--- src/rtl/serial_sum_accumulator_if.sv ---
// Operand stream in, result/status out for the serial sum accumulator.
// master drives go_l/inA; slave is the accumulator.
interface serial_sum_accumulator_if #(
  parameter int W  = 8,
  parameter int CW = 8
);
  logic          go_l;
  logic [W-1:0]  inA;
  logic          done;
  logic          busy;
  logic [W-1:0]  sum;
  logic [CW-1:0] count;
  logic          overflow;

  modport master (
    output go_l, inA,
    input  done, busy, sum, count, overflow
  );

  modport slave (
    input  go_l, inA,
    output done, busy, sum, count, overflow
  );
endinterface

--- src/rtl/serial_sum_accumulator.sv ---
// Sums a zero-terminated operand stream after an active-low go strobe.
// Holds sum/count/overflow with a level done until the next start.
module serial_sum_accumulator #(
  parameter int W  = 8,
  parameter int CW = 8
) (
  input logic ck,
  input logic reset_l,
  serial_sum_accumulator_if.slave bus
);

  typedef enum logic [1:0] {
    S_IDLE  = 2'd0,
    S_ACCUM = 2'd1,
    S_DONE  = 2'd2
  } state_t;

  state_t        state_q, state_d;
  logic [W-1:0]  sum_q, sum_d;
  logic [CW-1:0] count_q, count_d;
  logic          ovf_q, ovf_d;
  logic [W:0]    add;
  logic          start;
  logic          nz;

  assign start = !bus.go_l;
  assign nz    = |bus.inA;
  assign add   = {1'b0, sum_q} + {1'b0, bus.inA};

  always_ff @(posedge ck or negedge reset_l) begin
    if (!reset_l) begin
      state_q <= S_IDLE;
      sum_q   <= '0;
      count_q <= '0;
      ovf_q   <= 1'b0;
    end else begin
      state_q <= state_d;
      sum_q   <= sum_d;
      count_q <= count_d;
      ovf_q   <= ovf_d;
    end
  end

  always_comb begin
    state_d = state_q;
    sum_d   = sum_q;
    count_d = count_q;
    ovf_d   = ovf_q;
    unique case (state_q)
      S_IDLE, S_DONE: begin
        // a start always discards the held result
        if (start) begin
          sum_d   = bus.inA;
          count_d = nz ? CW'(1) : '0;
          ovf_d   = 1'b0;
          state_d = nz ? S_ACCUM : S_DONE;
        end
      end
      S_ACCUM: begin
        if (nz) begin
          sum_d = add[W-1:0];
          ovf_d = ovf_q | add[W];
          if (count_q != '1)
            count_d = count_q + CW'(1);
        end else begin
          state_d = S_DONE;
        end
      end
      default: state_d = S_IDLE;
    endcase
  end

  assign bus.done     = (state_q == S_DONE);
  assign bus.busy     = (state_q == S_ACCUM);
  assign bus.sum      = sum_q;
  assign bus.count    = count_q;
  assign bus.overflow = ovf_q;

endmodule

--- src/flat_wrapper.sv ---
// flat-port wrapper written by rule: the top's interface ports become plain ports
module serial_sum_accumulator_flat 
#(
  parameter int W  = 8,
  parameter int CW = 8
)
  (ck, reset_l, bus_go_l, bus_inA, bus_done, bus_busy, bus_sum, bus_count, bus_overflow);
  serial_sum_accumulator_if #(.W(W), .CW(CW)) bus_i ();
  input logic ck;
  input logic reset_l;
  input wire logic [$bits(bus_i.go_l)-1:0] bus_go_l;
  input wire logic [$bits(bus_i.inA)-1:0] bus_inA;
  output wire logic [$bits(bus_i.done)-1:0] bus_done;
  output wire logic [$bits(bus_i.busy)-1:0] bus_busy;
  output wire logic [$bits(bus_i.sum)-1:0] bus_sum;
  output wire logic [$bits(bus_i.count)-1:0] bus_count;
  output wire logic [$bits(bus_i.overflow)-1:0] bus_overflow;
  assign bus_i.go_l = bus_go_l;
  assign bus_i.inA = bus_inA;
  assign bus_done = bus_i.done;
  assign bus_busy = bus_i.busy;
  assign bus_sum = bus_i.sum;
  assign bus_count = bus_i.count;
  assign bus_overflow = bus_i.overflow;
  serial_sum_accumulator #(.W(W), .CW(CW)) u_core (.ck(ck), .reset_l(reset_l), .bus(bus_i));
endmodule
--- config.mk ---
export PLATFORM = sky130hd
export DESIGN_NAME = serial_sum_accumulator_flat
export DESIGN_NICKNAME = d
export VERILOG_FILES = /design/src/rtl/serial_sum_accumulator_if.sv /design/src/rtl/serial_sum_accumulator.sv /design/src/flat_wrapper.sv
export SDC_FILE = /design/constraint.sdc
export NUM_CORES = 1
export LEC_CHECK = 0
export ABC_AREA = 1
export CORE_MARGIN = 10
export CORE_UTILIZATION = 43
export CTS_BUF_LIST = sky130_fd_sc_hd__clkbuf_4 sky130_fd_sc_hd__clkbuf_8
export DETAILED_ROUTE_END_ITERATION = 16
export PLACE_DENSITY = 0.76
export SYNTH_ARGS = -nofsm -noshare
export SYNTH_HDL_FRONTEND = slang
export SYNTH_SLANG_ARGS = --single-unit
--- constraint.sdc ---
create_clock -name ck -period 1.5 [get_ports ck]
set_input_delay 0.225 -clock ck [delete_from_list [all_inputs] [get_ports ck]]
set_output_delay 0.225 -clock ck [all_outputs]
set_load 0.03 [all_outputs]
==> results.json, run 1 <==
{
  "finish.net_count": 287,
  "grt_max_degree": 20,
  "ant_nets": 0,
  "ys_seq_area_frac": 0.330,
  "ys_types": 27,
  "io_buffer_count": 29,
  "syn_area_sq_mm": 0.00144,
  "grt_usage": 0.127,
  "reg2reg_depth": 9,
  "fin_cells": 309,
  "outcome": "complete, but fails checks",
  "path_cells": "ha_4 > inv_2 > fa_2 > inv_2 > nand3_1 > nand4_1 > nand3_1 > nand2_1 > nand2_1",
  "maxSlewHeadroom": 0.788,
  "yosys-top-cells-area": "dfrtp_1 33%, nand2_1 18%, ha_1 7.8%, nand3_1 7.3%, inv_1 6.5%",
  "setup_viol": 1,
  "skew_ps": 4.18,
  "rows": 20,
  "gp_congestion": 0.819,
  "min_period_over_period": 1.03,
  "clockBufferDepth": 2,
  "yosysTopAreaCell": "dfrtp_1",
  "placed_area_sq_mm": 0.00201,
  "min_path_type": "in -> async",
  "r2r_start": "u_core.bus.sum[0]$_DFFE_PN0P_",
  "final_layout_size_suffix_gt1_frac": 0.294,
  "drc": 0,
  "crit_fanout": 3,
  "final_core_util": 0.690,
  "antenna_cells": 0,
  "cpLargestDelayFamily": "adder cells",
  "critical_path_required_ps": 1700,
  "synthSimpleGateAreaFrac": 0.381,
  "critPathSlowestCell": "dfrtp_2",
  "ys.flop_type": "dfrtp_1",
  "drv_cap": 0,
  "final_area_sq_mm": 0.00216,
  "hold-worst-slack_ps": 262,
  "synth_edf_count": 0,
  "netlist_instances": 206,
  "dpl.hpwl_microns": 3000,
  "dr.pass1.iters": 4,
  "path_clk_slew_ps": 120,
  "rsz0062_at_grt": "true",
  "dpl.cell_count": 300,
  "critical_path_class": "reg -> reg",
  "fmax_mhz": 650,
  "die_y_microns": 77.9,
  "synth_compound_area_frac": 0.0989,
  "vias": 1536,
  "insertion_delay_ps": 300,
  "vdd_drop_max_mv": 0.945,
  "routed_wirelength_microns": 4170,
  "synth_seq_cells": 19,
  "wl_per_cell_microns": 13.5,
  "numCtsBuffers": 3,
  "synth_nets": 227,
  "ys_async_sr_fraction": 1.00,
  "worstMarginPinSlew_ps": 319,
  "cpPeakStageDelay_ps": 410,
  "die_w_microns": 77.9,
  "synth_mux_area_frac": 0,
  "grt_pass1_vias": 1472,
  "leakage_uw": 0.00110,
  "viasPerCell": 4.97,
  "synthXorXnorAreaFrac": 0.0243,
  "netlist.area_leader.share": 0.330,
  "worstPathArrival_ps": 1740,
  "fin_crit_ps": 1540,
  "syn_avg_cell_area_sq_um": 7.00,
  "drt_iter0_markers": 92,
  "powerDensity_mw_per_mm2": 1810,
  "syn2layout_area_growth_pct": 49.5,
  "r2r_end": "u_core.bus.sum[6]$_DFFE_PN0P_",
  "synth_common_cells": "70 x nand2_1, 25 x inv_1, 21 x nand3_1, 19 x dfrtp_1, 19 x nor2_1",
  "postCtsHoldBufs": 0,
  "antenna_found_initial": 0,
  "dp_slack_ps": -381,
  "maxSlewViolCount": 0,
  "initial_utilization": 0.461,
  "worstSetupEndpointType": "flip-flop",
  "synth_fa_ha_area_frac": 0.0919,
  "crit_buf_inv": 2,
  "synth_top_family_by_area": "simple AND/OR/NAND/NOR gates",
  "final-hold-violation-count": 0,
  "cts_tree": "built",
  "cts_htree_levels": 1,
  "setup_slack_ps": -37.8,
  "coreArea_sq_mm": 0.00313,
  "cts.sinks": 19,
  "grt_pass1_wl_microns": 6670,
  "violations": "setup timing",
  "io_pins": 30,
  "reg2reg_slack_ps": -40,
  "cp-start-kind": "flip-flop",
  "die-area_sq_mm": 0.00607,
  "ys.warnings.count": 0,
  "synth_most_common_cell": "nand2_1",
  "cts_root_buf": "clkbuf_4",
  "gr-total-overflow": 0
}
## per-stage QoR
stage                     power [uW]  setup TNS (ps)
after floorplan                 2550           -57.0
after CTS                       3670               0
after detailed placement        3510           -5560
after global routing            4230            -367
final                           3910           -37.8
after global placement          3470           -5300
## worst register-to-register path, stage by stage (launching register included)
cell	delay [ps]
dfrtp_2	410
ha_4	140
inv_2	40
fa_2	370
inv_2	80
nand3_1	110
nand4_1	110
nand3_1	90
nand2_1	60
nand2_1	40
## how the worst max path moves through the flow
stage                                               start                              end  cells after the start
after floorplan           u_core.bus.count[1]$_DFFE_PN0P_  u_core.bus.count[0]$_DFFE_PN0P_                      8
after global placement                         bus_inA[0]    u_core.bus.sum[4]$_DFFE_PN0P_                     10
after detailed placement                       bus_inA[0]    u_core.bus.sum[4]$_DFFE_PN0P_                     10
after CTS                   u_core.bus.sum[0]$_DFFE_PN0P_    u_core.bus.sum[4]$_DFFE_PN0P_                     10
after global routing        u_core.bus.sum[0]$_DFFE_PN0P_    u_core.bus.sum[6]$_DFFE_PN0P_                     10
final                       u_core.bus.sum[0]$_DFFE_PN0P_    u_core.bus.sum[6]$_DFFE_PN0P_                      9
## per-layer routing
metal | routed length, microns | track usage
met1 | 1930 | 0.174
met2 | 1960 | 0.202
met3 | 245 | 0.0230
met4 | 29 | 0.0251
met5 | 0 | 0
## what timing repair did
action	in CTS	in global routing
pin swaps	1	6
setup endpoints to repair	29	19
gates resized for setup	21	23
buffers inserted	2	3
## cells by family after synthesis
| kind of cell | Yosys count |
|---|---|
| and+or+nand+nor | 124 |
| buffers and inverters | 28 |
| AOI/OAI and AO/OA | 21 |
| DFF | 19 |
| adders and majority gates | 10 |
| xor gates and xnor gates | 4 |
## cell type report
class                           count  area (sq um)
Clock inverter                      1          5.00
Fill cell                         249           971
Inverter                           25          93.8
Sequential cell                    19           487
Clock buffer                        3          22.5
Multi-Input combinational cell    159          1000
Tap cell                           44          55.1
Timing Repair Buffer               58           493
## where the power goes
group	total (uW)	internal [uW]	switching, uW	leakage, uW
Sequential	991	749	242	0.000216
Clock	271	99.2	172	0.0000177
Combinational	2640	1150	1500	0.000862
Total	3910	2000	1910	0.00110
## sequential cells by signal, indices dropped and copies added (netlist names)
register	flops
u_core.bus.count	8
u_core.bus.sum	8
u_core.state_q	2
u_core.bus.overflow	1
## cell usage in the layout, fill, tap and decap left out, drive strengths merged, types with 2 or more instances in the layout
cell type	synthesis	layout
nand2	73	73
clkbuf	1	4
nor3b	3	3
dfrtp	19	19
a21oi	5	5
or2	2	2
inv	25	25
nand3	22	22
o211ai	4	4
buf	2	30
o21ai	9	9
nor2	23	23
xor2	3	3
ha	9	9
clkdlybuf4s50	0	8
dlygate4sd2	0	17
No activity file was read; power rests on OpenSTA's default activity.
==> inputs of run 2 (changes only) <==
--- a/config.mk
+++ b/config.mk
@@ -6,11 +6,14 @@
 export NUM_CORES = 1
 export LEC_CHECK = 0
 export ABC_AREA = 1
+export CELL_PAD_IN_SITES_DETAIL_PLACEMENT = 0
+export CELL_PAD_IN_SITES_GLOBAL_PLACEMENT = 1
 export CORE_MARGIN = 10
-export CORE_UTILIZATION = 43
+export CORE_UTILIZATION = 34
 export CTS_BUF_LIST = sky130_fd_sc_hd__clkbuf_4 sky130_fd_sc_hd__clkbuf_8
 export DETAILED_ROUTE_END_ITERATION = 16
-export PLACE_DENSITY = 0.76
+export PLACE_DENSITY = 0.83
+export SETUP_SLACK_MARGIN = 0.15
 export SYNTH_ARGS = -nofsm -noshare
 export SYNTH_HDL_FRONTEND = slang
 export SYNTH_SLANG_ARGS = --single-unit
==> run 2 against run 1 <==
The flow now finishes without violations; cell area increased by 7.0%; critical endpoint is now u_core.bus.overflow$_DFFE_PN0P_; worst setup slack better by 76 ps; total power up 8.2%; clock skew grew 1.5 ps; flip-flop and latch count unchanged; clock power rose by 39%; critical path type unchanged.
==> results.json, run 2 (synthesis gave the netlist of run 1 again) <==
{
  "die_w_microns": 85.1,
  "grt_pass1_vias": 1502,
  "final_cell_mix": "53 x nand2_1, 30 x buf_4, 22 x inv_1",
  "reg2reg_slack_ps": 40,
  "crit_top_cell": "nand2_1",
  "gp_congestion": 0.752,
  "cts.sinks": 19,
  "final_core_util": 0.569,
  "coreArea_sq_mm": 0.00406,
  "powerDensity_mw_per_mm2": 1830,
  "antenna_cells": 0,
  "fmax_mhz": 684,
  "gr-total-overflow": 0,
  "critical_path_required_ps": 1700,
  "vias": 1544,
  "clockBufferDepth": 2,
  "r2r_end": "u_core.bus.overflow$_DFFE_PN0P_",
  "wl_per_cell_microns": 13.2,
  "drt_iter0_markers": 58,
  "vdd_drop_max_mv": 0.807,
  "io_buffer_count": 29,
  "syn2layout_area_growth_pct": 59.9,
  "maxSlewViolCount": 0,
  "cts_root_buf": "clkbuf_8",
  "crit_fanout": 2,
  "viasPerCell": 4.86,
  "cp-startpoint": "u_core.bus.sum[0]$_DFFE_PN0P_",
  "initial_utilization": 0.356,
  "grt_pass1_wl_microns": 7010,
  "rows": 23,
  "cp-start-kind": "flip-flop",
  "ant_nets": 0,
  "worstPathArrival_ps": 1660,
  "io_pins": 30,
  "min_period_over_period": 0.974,
  "min_path_type": "in -> async",
  "cts_tree": "built",
  "critical_path_class": "reg -> reg",
  "cpLargestDelayFamily": "adder cells",
  "grt_usage": 0.115,
  "power.total_uw": 4230,
  "setup_viol": 0,
  "fin_crit_ps": 1460,
  "grt_max_degree": 20,
  "rsz0062_at_grt": "true",
  "dr.pass1.iters": 4,
  "worstMarginPinSlew_ps": 313,
  "routed_wirelength_microns": 4210,
  "r2r_start": "u_core.bus.sum[0]$_DFFE_PN0P_",
  "insertion_delay_ps": 270,
  "drv_cap": 0,
  "final_common_cell": "nand2_1",
  "worstSetupEndpointType": "flip-flop",
  "drc": 0,
  "endpoint": "u_core.bus.overflow$_DFFE_PN0P_",
  "numCtsBuffers": 3,
  "critPathSlowestCell": "dfrtp_2",
  "leakage_uw": 0.00114,
  "path_depth": 10,
  "path_clk_slew_ps": 80,
  "die_y_microns": 85.1,
  "cts_htree_levels": 1,
  "antenna_found_initial": 0,
  "die-area_sq_mm": 0.00725,
  "path_cells": "ha_4 > inv_2 > fa_2 > inv_2 > nand2_4 > nand2_2 > nand2_1 > nand2_1 > nand2_1 > a21boi_1",
  "dpl.hpwl_microns": 3000,
  "maxSlewHeadroom": 0.792,
  "cpPeakStageDelay_ps": 380,
  "hold-worst-slack_ps": 301,
  "reg2reg_depth": 10,
  "skew_ps": 5.67,
  "outcome": "completed",
  "finish.net_count": 290,
  "crit_buf_inv": 2,
  "final-hold-violation-count": 0,
  "final_layout_size_suffix_gt1_frac": 0.403
}
## run 2: cell count changes in the layout (fill, tap and decap cells not counted), sizes merged
cell / before / now
clkdlybuf4s50: 8 / 2
buf: 30 / 35
clkbuf: 4 / 6
clkdlybuf4s15: 1 / 2
o21ai: 9 / 10
## run 2: cell type report
cell class	count	area [sq um]
fillers	385	1750
multi-input cells	160	1110
repair buffers	60	504
flip-flops and latches	19	488
inverters	25	93.8
well taps	50	62.6
clock buffers	3	41.3
clock inverters	1	5.00
## run 2: stage by stage
| step | instance area, sq um | setup slack, ps | setup TNS (ps) | instances |
|---|---|---|---|---|
| 2_1_floorplan | 1570 | -8.56 | -57.0 | 206 |
| 3_3_place_gp | 2080 | -334 | -4910 | 304 |
| 3_5_place_dp | 2080 | -370 | -5280 | 304 |
| 4_1_cts | 2210 | 43.8 | 0 | 315 |
| 5_1_grt | 2310 | -63.6 | -147 | 318 |
| 6_report | 2310 | 38.3 | 0 | 318 |
## run 2: per-layer routing
layer  up-vias  GRT usage  wire length (microns)
li1        789          -                      -
met1       723      0.151                   2010
met2        27      0.179                   1930
met3         5     0.0258                    211
met4         0     0.0404                     55
met5         -          0                      0
## run 2: worst min path at each step
stage | start | end | slack [ps] | cells after the start
after floorplan | reset_l | u_core.bus.count[0]$_DFFE_PN0P_ | -70 | 0
after global placement | u_core.bus.sum[7]$_DFFE_PN0P_ | u_core.bus.sum[7]$_DFFE_PN0P_ | 510 | 2
after CTS | reset_l | u_core.bus.sum[7]$_DFFE_PN0P_ | 300 | 2
after detailed placement | u_core.bus.sum[5]$_DFFE_PN0P_ | u_core.bus.sum[5]$_DFFE_PN0P_ | 520 | 2
final | reset_l | u_core.bus.count[0]$_DFFE_PN0P_ | 300 | 2
after global routing | reset_l | u_core.bus.sum[7]$_DFFE_PN0P_ | 320 | 2
## run 2: repair_timing
item                       4_1_cts  5_1_grt
gates cloned                     1        0
pin swaps                        8       19
buffers inserted                 6        3
hold buffers                     0        0
gates resized for setup         49       31
setup endpoints to repair       35       23
## run 2: power by group
group          switching (uW)  total, uW  leakage, uW  internal (uW)
Sequential                222        974     0.000215            753
Clock                     192        377    0.0000255            185
Combinational            1610       2870     0.000901           1270
